===== src/rtl/load_store_unit_pkg.sv =====
// Shared definitions for the load/store unit: size codes, FSM states
// and the alignment rule used when a request is accepted.
package lsu_pkg;

    localparam logic [1:0] SZ_BYTE = 2'd0;
    localparam logic [1:0] SZ_HALF = 2'd1;
    localparam logic [1:0] SZ_WORD = 2'd2;
    localparam logic [1:0] SZ_RSVD = 2'd3;

    typedef enum logic [1:0] {
        IDLE   = 2'd0,
        ACCESS = 2'd1,
        WRITE  = 2'd2
    } lsu_state_t;

    function automatic logic misaligned(
        input logic [1:0] size,
        input logic [1:0] lo
    );
        return (size == SZ_RSVD)
            || (size == SZ_HALF && lo[0])
            || (size == SZ_WORD && lo != 2'b00);
    endfunction

endpackage


===== src/rtl/load_store_unit_if.sv =====
// Request/response and data-memory bus of the load/store unit.
// The slave side is the unit; the master side is the CPU plus memory.
interface lsu_if #(
    parameter int ADDR_W = 10
);
    logic              req_valid;
    logic              req_ready;
    logic              req_we;
    logic [1:0]        req_size;
    logic              req_signed;
    logic [31:0]       req_addr;
    logic [31:0]       req_wdata;
    logic              resp_valid;
    logic [31:0]       resp_rdata;
    logic              resp_err;
    logic              mem_we;
    logic [ADDR_W-1:0] mem_addr;
    logic [31:0]       mem_wdata;
    logic [31:0]       mem_rdata;

    modport slave (
        input  req_valid, req_we, req_size, req_signed,
        input  req_addr, req_wdata, mem_rdata,
        output req_ready, resp_valid, resp_rdata, resp_err,
        output mem_we, mem_addr, mem_wdata
    );

    modport master (
        output req_valid, req_we, req_size, req_signed,
        output req_addr, req_wdata, mem_rdata,
        input  req_ready, resp_valid, resp_rdata, resp_err,
        input  mem_we, mem_addr, mem_wdata
    );
endinterface


===== src/rtl/load_store_unit_byte_lane_align.sv =====
// Little-endian lane steering: extends a load lane out of a memory word
// and merges a byte/half store into it for read-modify-write.
module byte_lane_align
    import lsu_pkg::*;
(
    input  logic [1:0]  size,
    input  logic        sgn,
    input  logic [1:0]  off,
    input  logic [31:0] word,
    input  logic [15:0] wdata,
    output logic [31:0] load_val,
    output logic [31:0] merged
);
    logic [7:0]  lane_b;
    logic [15:0] lane_h;

    // Select the addressed lane, then extend it or overwrite it.
    always_comb begin
        lane_b   = word[{off, 3'b000} +: 8];
        lane_h   = off[1] ? word[31:16] : word[15:0];
        load_val = word;
        merged   = word;
        case (size)
            SZ_BYTE: begin
                load_val = {{24{sgn & lane_b[7]}}, lane_b};
                merged[{off, 3'b000} +: 8] = wdata[7:0];
            end
            SZ_HALF: begin
                load_val = {{16{sgn & lane_h[15]}}, lane_h};
                if (off[1]) merged[31:16] = wdata;
                else        merged[15:0]  = wdata;
            end
            default: ;
        endcase
    end
endmodule


===== src/rtl/load_store_unit.sv =====
// Byte-addressed load/store front end for a word-addressed data memory.
// Define LSU_BOUNDS_CHECK_EN to fault addresses above the memory window.
module load_store_unit
    import lsu_pkg::*;
#(
    parameter int ADDR_W = 10,
    parameter int DATA_W = 32
) (
    input logic   clk,
    input logic   reset,
    lsu_if.slave  bus
);
`ifdef LSU_BOUNDS_CHECK_EN
    localparam bit BOUNDS_CHECK = 1'b1;
`else
    localparam bit BOUNDS_CHECK = 1'b0;
`endif

    lsu_state_t        state;
    logic              r_we;
    logic [1:0]        r_size;
    logic              r_signed;
    logic [ADDR_W+1:0] r_addr;
    logic [DATA_W-1:0] r_wdata;
    logic [DATA_W-1:0] r_merged;
    logic              r_err;
    logic              upper_nz;
    logic              req_err;
    logic [DATA_W-1:0] load_val;
    logic [DATA_W-1:0] merged;

    assign upper_nz = |bus.req_addr[31:ADDR_W+2];
    assign req_err  = misaligned(bus.req_size, bus.req_addr[1:0])
                    | (BOUNDS_CHECK & upper_nz);

    assign bus.req_ready = (state == IDLE);
    assign bus.mem_addr  = r_addr[ADDR_W+1:2];
    assign bus.mem_wdata = (state == WRITE) ? r_merged : r_wdata;
    assign bus.mem_we    = (state == WRITE)
                        || (state == ACCESS && r_we && !r_err
                            && r_size == SZ_WORD);

    byte_lane_align u_align (
        .size     (r_size),
        .sgn      (r_signed),
        .off      (r_addr[1:0]),
        .word     (bus.mem_rdata),
        .wdata    (r_wdata[15:0]),
        .load_val (load_val),
        .merged   (merged)
    );

    // Request FSM: accept, access memory, optional write-back, respond.
    always_ff @(posedge clk or posedge reset) begin
        if (reset) begin
            state          <= IDLE;
            r_we           <= 1'b0;
            r_size         <= SZ_BYTE;
            r_signed       <= 1'b0;
            r_addr         <= '0;
            r_wdata        <= '0;
            r_merged       <= '0;
            r_err          <= 1'b0;
            bus.resp_valid <= 1'b0;
            bus.resp_rdata <= '0;
            bus.resp_err   <= 1'b0;
        end else begin
            bus.resp_valid <= 1'b0;
            case (state)
                IDLE: begin
                    if (bus.req_valid) begin
                        r_we     <= bus.req_we;
                        r_size   <= bus.req_size;
                        r_signed <= bus.req_signed;
                        r_addr   <= bus.req_addr[ADDR_W+1:0];
                        r_wdata  <= bus.req_wdata;
                        r_err    <= req_err;
                        state    <= ACCESS;
                    end
                end
                ACCESS: begin
                    if (r_err) begin
                        bus.resp_valid <= 1'b1;
                        bus.resp_err   <= 1'b1;
                        bus.resp_rdata <= '0;
                        state          <= IDLE;
                    end else if (!r_we) begin
                        bus.resp_valid <= 1'b1;
                        bus.resp_err   <= 1'b0;
                        bus.resp_rdata <= load_val;
                        state          <= IDLE;
                    end else if (r_size == SZ_WORD) begin
                        bus.resp_valid <= 1'b1;
                        bus.resp_err   <= 1'b0;
                        bus.resp_rdata <= '0;
                        state          <= IDLE;
                    end else begin
                        r_merged <= merged;
                        state    <= WRITE;
                    end
                end
                WRITE: begin
                    bus.resp_valid <= 1'b1;
                    bus.resp_err   <= 1'b0;
                    bus.resp_rdata <= '0;
                    state          <= IDLE;
                end
                default: state <= IDLE;
            endcase
        end
    end
endmodule


===== src/flat_wrapper.sv =====
// flat-port wrapper written by rule: the top's interface ports become plain ports
module load_store_unit_flat import lsu_pkg::*;
#(
    parameter int ADDR_W = 10,
    parameter int DATA_W = 32
)
  (clk, reset, bus_req_valid, bus_req_we, bus_req_size, bus_req_signed, bus_req_addr, bus_req_wdata, bus_mem_rdata, bus_req_ready, bus_resp_valid, bus_resp_rdata, bus_resp_err, bus_mem_we, bus_mem_addr, bus_mem_wdata);
  lsu_if #(.ADDR_W(ADDR_W)) bus_i ();
  input logic clk;
  input logic reset;
  input wire logic [$bits(bus_i.req_valid)-1:0] bus_req_valid;
  input wire logic [$bits(bus_i.req_we)-1:0] bus_req_we;
  input wire logic [$bits(bus_i.req_size)-1:0] bus_req_size;
  input wire logic [$bits(bus_i.req_signed)-1:0] bus_req_signed;
  input wire logic [$bits(bus_i.req_addr)-1:0] bus_req_addr;
  input wire logic [$bits(bus_i.req_wdata)-1:0] bus_req_wdata;
  input wire logic [$bits(bus_i.mem_rdata)-1:0] bus_mem_rdata;
  output wire logic [$bits(bus_i.req_ready)-1:0] bus_req_ready;
  output wire logic [$bits(bus_i.resp_valid)-1:0] bus_resp_valid;
  output wire logic [$bits(bus_i.resp_rdata)-1:0] bus_resp_rdata;
  output wire logic [$bits(bus_i.resp_err)-1:0] bus_resp_err;
  output wire logic [$bits(bus_i.mem_we)-1:0] bus_mem_we;
  output wire logic [$bits(bus_i.mem_addr)-1:0] bus_mem_addr;
  output wire logic [$bits(bus_i.mem_wdata)-1:0] bus_mem_wdata;
  assign bus_i.req_valid = bus_req_valid;
  assign bus_i.req_we = bus_req_we;
  assign bus_i.req_size = bus_req_size;
  assign bus_i.req_signed = bus_req_signed;
  assign bus_i.req_addr = bus_req_addr;
  assign bus_i.req_wdata = bus_req_wdata;
  assign bus_i.mem_rdata = bus_mem_rdata;
  assign bus_req_ready = bus_i.req_ready;
  assign bus_resp_valid = bus_i.resp_valid;
  assign bus_resp_rdata = bus_i.resp_rdata;
  assign bus_resp_err = bus_i.resp_err;
  assign bus_mem_we = bus_i.mem_we;
  assign bus_mem_addr = bus_i.mem_addr;
  assign bus_mem_wdata = bus_i.mem_wdata;
  load_store_unit #(.ADDR_W(ADDR_W), .DATA_W(DATA_W)) u_core (.clk(clk), .reset(reset), .bus(bus_i));
endmodule

===== config.mk =====
export PLATFORM = sky130hd
export DESIGN_NAME = load_store_unit_flat
export DESIGN_NICKNAME = d
export VERILOG_FILES = /design/src/rtl/load_store_unit_pkg.sv /design/src/rtl/load_store_unit_if.sv /design/src/rtl/load_store_unit_byte_lane_align.sv /design/src/rtl/load_store_unit.sv /design/src/flat_wrapper.sv
export SDC_FILE = /design/constraint.sdc
export NUM_CORES = 1
export LEC_CHECK = 0
export CORE_ASPECT_RATIO = 1.2
export CORE_MARGIN = 4
export CORE_UTILIZATION = 29
export CTS_CLUSTER_SIZE = 20
export DETAILED_ROUTE_END_ITERATION = 16
export SLEW_MARGIN = 20
export SYNTH_ARGS = -nofsm -noshare
export SYNTH_HDL_FRONTEND = slang
export SYNTH_SLANG_ARGS = --single-unit

===== constraint.sdc =====
create_clock -name clk -period 5 [get_ports clk]
set_clock_uncertainty 0.15 [all_clocks]
set_input_delay 0.5 -clock clk [delete_from_list [all_inputs] [get_ports clk]]
set_output_delay 0.5 -clock clk [all_outputs]
set_load 0.05 [all_outputs]

## Word-level counts from Yosys, hierarchy flattened

Cells that the tools add are included.

- Shifts and indexed selects: 3
- Bitwise operators: 4
- Equality and inequality tests: 9
- Mux-type cells: 24
- $add $sub $neg: 1
- Reductions and logical operators: 16

Operators by type and width:

| cell | number |
|---|---|
| 32-bit case mux with 2 select lines | 3 |
| 32-bit two-way mux | 4 |
| 16-bit two-way mux | 3 |
| 32-bit bitwise mux | 1 |
| 8-bit by 7-bit variable shift with 32-bit output, first input constant | 1 |
| 32-bit by 6-bit indexed part select with 8-bit output | 1 |
| 8-bit by 7-bit indexed part select with 32-bit output | 1 |
| 2-bit == test, second input constant | 4 |
| 2-bit two-way mux | 4 |
| 5-bit negation with 7-bit output | 1 |
| 2-bit by 1-bit == test with 1-bit output, second input constant | 3 |
| 1-bit two-way mux | 6 |
| 1-bit logical AND | 5 |
| 2-bit logical NOT | 2 |
| 4-bit inequality test, second input constant | 1 |
| 1-bit case mux with 2 select lines | 2 |
| 2-bit case mux with 2 select lines | 1 |
| 2-bit AND reduction | 2 |
| 4-bit AND reduction | 1 |
| 2-bit nonzero test | 2 |
| 1-bit logical OR | 3 |
| 1-bit AND | 2 |
| 2-bit inequality test, second input constant | 1 |
| 1-bit NOT | 2 |
| 1-bit logical NOT | 1 |

- Output and inout port bits: 78
- Register bits: 117
- Word-level logic and storage cells: 68

## Depth between registers and ports, before layout

- Depth after elaboration: 6
- Mapped depth: 10
- Gate-level depth less buffers: 6

## By module

Synthesis repeated with hierarchy kept, for this count alone.

- Cell total of the unflattened synthesis: 624
- Area, all modules: 6890.4 µm²

Modules (own cells, without submodules):

| module | instances | area each (µm²) | cells each |
|---|---|---|---|
| load_store_unit | 1 | 5069.9 | 317 |
| byte_lane_align | 1 | 1820.5 | 307 |

## Least setup slack after synthesis

Ideal clock, no wire load.

- Path kind: register to output
- From: reg u_core.r_size[1]
- To: out bus_mem_we
- Cell stages (with the launch flop): 5
- Slack: 2.194 ns
- Buffers on the path: 2
- Data required time: 4.350 ns
- Arrival time: 2.156 ns
- Cell sequence: dfrtp_1 > buf_2 > clkinv_1 > clkbuf_1 > o31ai_1

- Word-level cells in the longest chain between the ends: 3

Ends and longest elaborated chain:

| element | line | text |
|---|---|---|
| start, declared | load_store_unit.sv:21 | `logic [1:0] r_size;` |
| start signal, assigned | load_store_unit.sv:73 | `r_size <= bus.req_size;` |
| 2-bit == test | load_store_unit.sv:41 | `&& r_size == SZ_WORD);` |
| 1-bit logical AND | load_store_unit.sv:41 |  |
| 1-bit logical OR | load_store_unit.sv:40 | `\|\| (state == ACCESS && r_we && !r_err` |
| end, declared | flat_wrapper.sv:22 | `output wire logic [$bits(bus_i.mem_we)-1:0] bus_mem_we;` |

No other way between the ends.

## Worst setup path in the final report

Same ends and word-level chain as after synthesis.

==> impl_results.md <==
- CTS tree: done
- ANT nets after route: 0
- Site Rows: 60
- Final worst setup slack: 1260 ps
- Sw Ratio: 47.0%
- Max cap viols: 0
- Register area: 2930 um^2
- Pre-antenna DRT Iters: 5
- Worst hold path depth: 2
- TritonCTS buffer count: 17
- Post-CTS setup buffers: 0
- Synthesized flop and latch total: 117
- Pins Over Slew Limit: 0
- DP HPWL: 15,200 um
- F_max: 268 MHz
- R2R depth: 6
- Slew headroom: 28.0%
- Critical Path Fanout Max: 28
- Startpoint types: flip-flop
- Clock sink count: 117
- Post-CTS Resized: 0
- Port Buffers: 160
- Final core utilization: 40.0%
- Via count: 5,667
- Clock buffer depth: 2
- Register area share after synthesis: 44.5%
- Synth Flop Type: dfrtp_1
- PwrDens: 774 nW/um^2
- Vias per std cell: 5.16
- Pleak: 3.55 nW
- IO Count: 181
- Top-count cell post-synth: nand2_1
- Post-CTS Hold Fix Bufs: 0
- DIE AREA: 25,200 um^2
- Sequential share of power: 25.2%
- Mean Syn Cell Area: 9.73 um^2
- Min-delay src: u_core.bus.resp_err
- Starting Density: 29.4%
- Area grow syn2layout: 36.1%
- Place WS: 1790 ps
- Chip Height: 173 um
- Initial antenna violation count: 0
- Net Sw Power: 0.00326 W
- Nets@finish: 918
- Hold Path Class: flip-flop to flip-flop
- Kind of critical path: flip-flop to primary output
- Syn nets: 787
- Share of the synthesized area in the top cell type: 44.5%
- Critical path's largest stage delay: 960 ps
- Diode count: 0
- Ranking of synthesized cells by area: dfrtp_1, mux2_2, nand2_1
- Gpl congestion: 0.827
- Fin. Hold Viols: 0
- Setup violators final: 0
- WP data arrival: 3090 ps
- Tcrit/Tclk final: 74.7%
- Hold worst-path end: u_core.bus.resp_err
- Drt total wl: 21,800 um
- First DRT Iteration DRCs: 345
- WL per Instance: 19.8 um
- Min cycle time layout: 3740 ps
- Die W: 146 um
- Fillers: 2,214
- Post-synth EDFFs: 0
- RSZ-0062 raised after global routing: false
- CP max stage cell: clkdlybuf4s50_1
- Worst slew pin tran: 1080 ps
- Async SR Flop Fraction: 100%
- Setup tns final: 0 ps
- DRC viols: 0
- Multi-input logic area: 3320 um^2
- Largest net degree at the start of global routing: 118
- Setup slack, reg-to-reg: 2260 ps
- Wire length of the first global-routing pass: 33,400 um
- CP required: 4350 ps
- RR Startpoint: u_core.r_addr[0]
- Internal power: 0.00367 W
- Core Area: 22,400 um^2
- Library cells used by synthesis: 52
- Vias in the first global route: 5,545
- GRT Total Usage: 17.1%
- RR Endpoint: u_core.r_merged[5]
- Logic pwr share: 56.7%
- Status: complete, no violations
- Syn Std Cell Area: 6580 um^2
- Gate Count Post-Synth: 676
- Clk pwr share: 18.2%
- Reg clk slew, reported paths: 60 ps
- Peak supply drop: 0.419 mV
- Worst-Skew Late Latency: 420 ps
- Fraction of layout cells with a size suffix above 1: 17.4%
- Synth warn: 0
- Crit end category: primary output
- Yosys top cell by area: dfrtp_1
- # H-tree levels: 4
- Commonest cells post-synth: nand2_1, dfrtp_1, mux2_2
- Cell-by-cell trace of the critical path: clkinv_1, o31ai_1, clkdlybuf4s50_1
- CTS root buf: clkbuf_16
- Total grt overflow: 0
[sequential cells by signal, indices dropped and copies added, names as in the netlist]
name	count
u_core.bus.resp_rdata	32
u_core.r_addr	12
u_core.bus.resp_err	1
u_core.r_we	1
u_core.bus.resp_valid	1
u_core.state	2
u_core.r_err	1
u_core.r_merged	32
u_core.r_wdata	32
u_core.r_size	2
u_core.r_signed	1
[power groups by stage]
stage               clock network, W  registers (W)  logic, W
finish                       0.00126        0.00174   0.00393
global route                 0.00134        0.00180   0.00421
CTS                          0.00129        0.00175   0.00396
detailed placement                 0        0.00176   0.00394
global placement                   0        0.00175   0.00393
floorplan                          0        0.00183   0.00273
[cell families after synthesis]
kind of cell / synth area share (%)
AND/OR/NAND/NOR: 13.8
buffers and inverters: 5.21
multiplexers: 15.9
AO/OA/AOI/OAI: 19.0
flip-flops: 44.5
adder cells (fa/ha/maj): 1.52
[placed cells by master, fill, tap and decap left out, types with 2 or more instances in the layout]
master           netlist  layout
o21ai_2                1       2
mux2i_1                3       3
o21ai_1                8       7
nor4bb_1               2       2
nand2_1              122     121
clkdlybuf4s50_1        0     160
o221ai_1               7       7
mux2_2                87      87
o21a_1                 8       8
bufinv_16              0       2
ha_1                   8       8
nor2b_1                2       2
a21oi_1               18      18
o2bb2ai_1              5       5
clkbuf_1              23       2
dfrtp_1              117     117
o21ai_0               42      42
clkbuf_16              0      17
nand2b_1              22      22
buf_4                 12      10
clkbuf_8               0       6
o211ai_1               7       7
clkinv_2               0       2
a22o_1                26      26
inv_1                 11      10
o22ai_1                3       3
clkinvlp_4             0       3
o31ai_1                2       2
nor2_1                51      50
a41oi_1               23      23
a22oi_1               18      18
[how the worst max path moves through the flow]
stage                     startpoint                  end  slack (ps)  cells after the start
floorplan                      reset  u_core.bus.resp_err        1250                      1
global placement    u_core.r_size[1]           bus_mem_we        1820                      3
detailed placement  u_core.r_size[1]           bus_mem_we        1790                      3
CTS                 u_core.r_size[1]           bus_mem_we        1350                      3
global route        u_core.r_size[1]           bus_mem_we        1220                      3
finish              u_core.r_size[1]           bus_mem_we        1260                      3
[routing by layer]
metal  share of wire [%]  vias up  track usage (%)  wire length (um)
met5                   0        -                0                 0
li1                    -     2685                -                 -
met1                  41     2756             21.2              8990
met3                 4.9       36             3.43              1070
met2                  50      190             28.8             10900
met4                 3.6        0             7.76               784
[layout make-up]
| type | count | share of cell area [%] |
|---|---|---|
| multi-input combinational | 487 | 37.1 |
| sequential | 117 | 32.7 |
| timing repair buffer | 171 | 18.9 |
| clock buffer | 25 | 5.76 |
| tap | 279 | 3.90 |
| clock inverter | 7 | 1.03 |
| inverter | 13 | 0.573 |
[worst max-delay path: cells and delay by family, from the launching register on]
kind,cells,cell delay [ps]
flops,1,350
buf+inv,2,1650
compound gates,1,680
[through the flow]
stage	power (W)	cell area (um^2)	hold WS, ps	std cells
floorplan	0.00456	6580	325	676
detailed placement	0.00570	8350	309	1067
global placement	0.00568	8350	303	1067
CTS	0.00700	8960	322	1099
global route	0.00734	8960	348	1099
finish	0.00693	8960	313	1099
(Power assumes the default switching activity.)
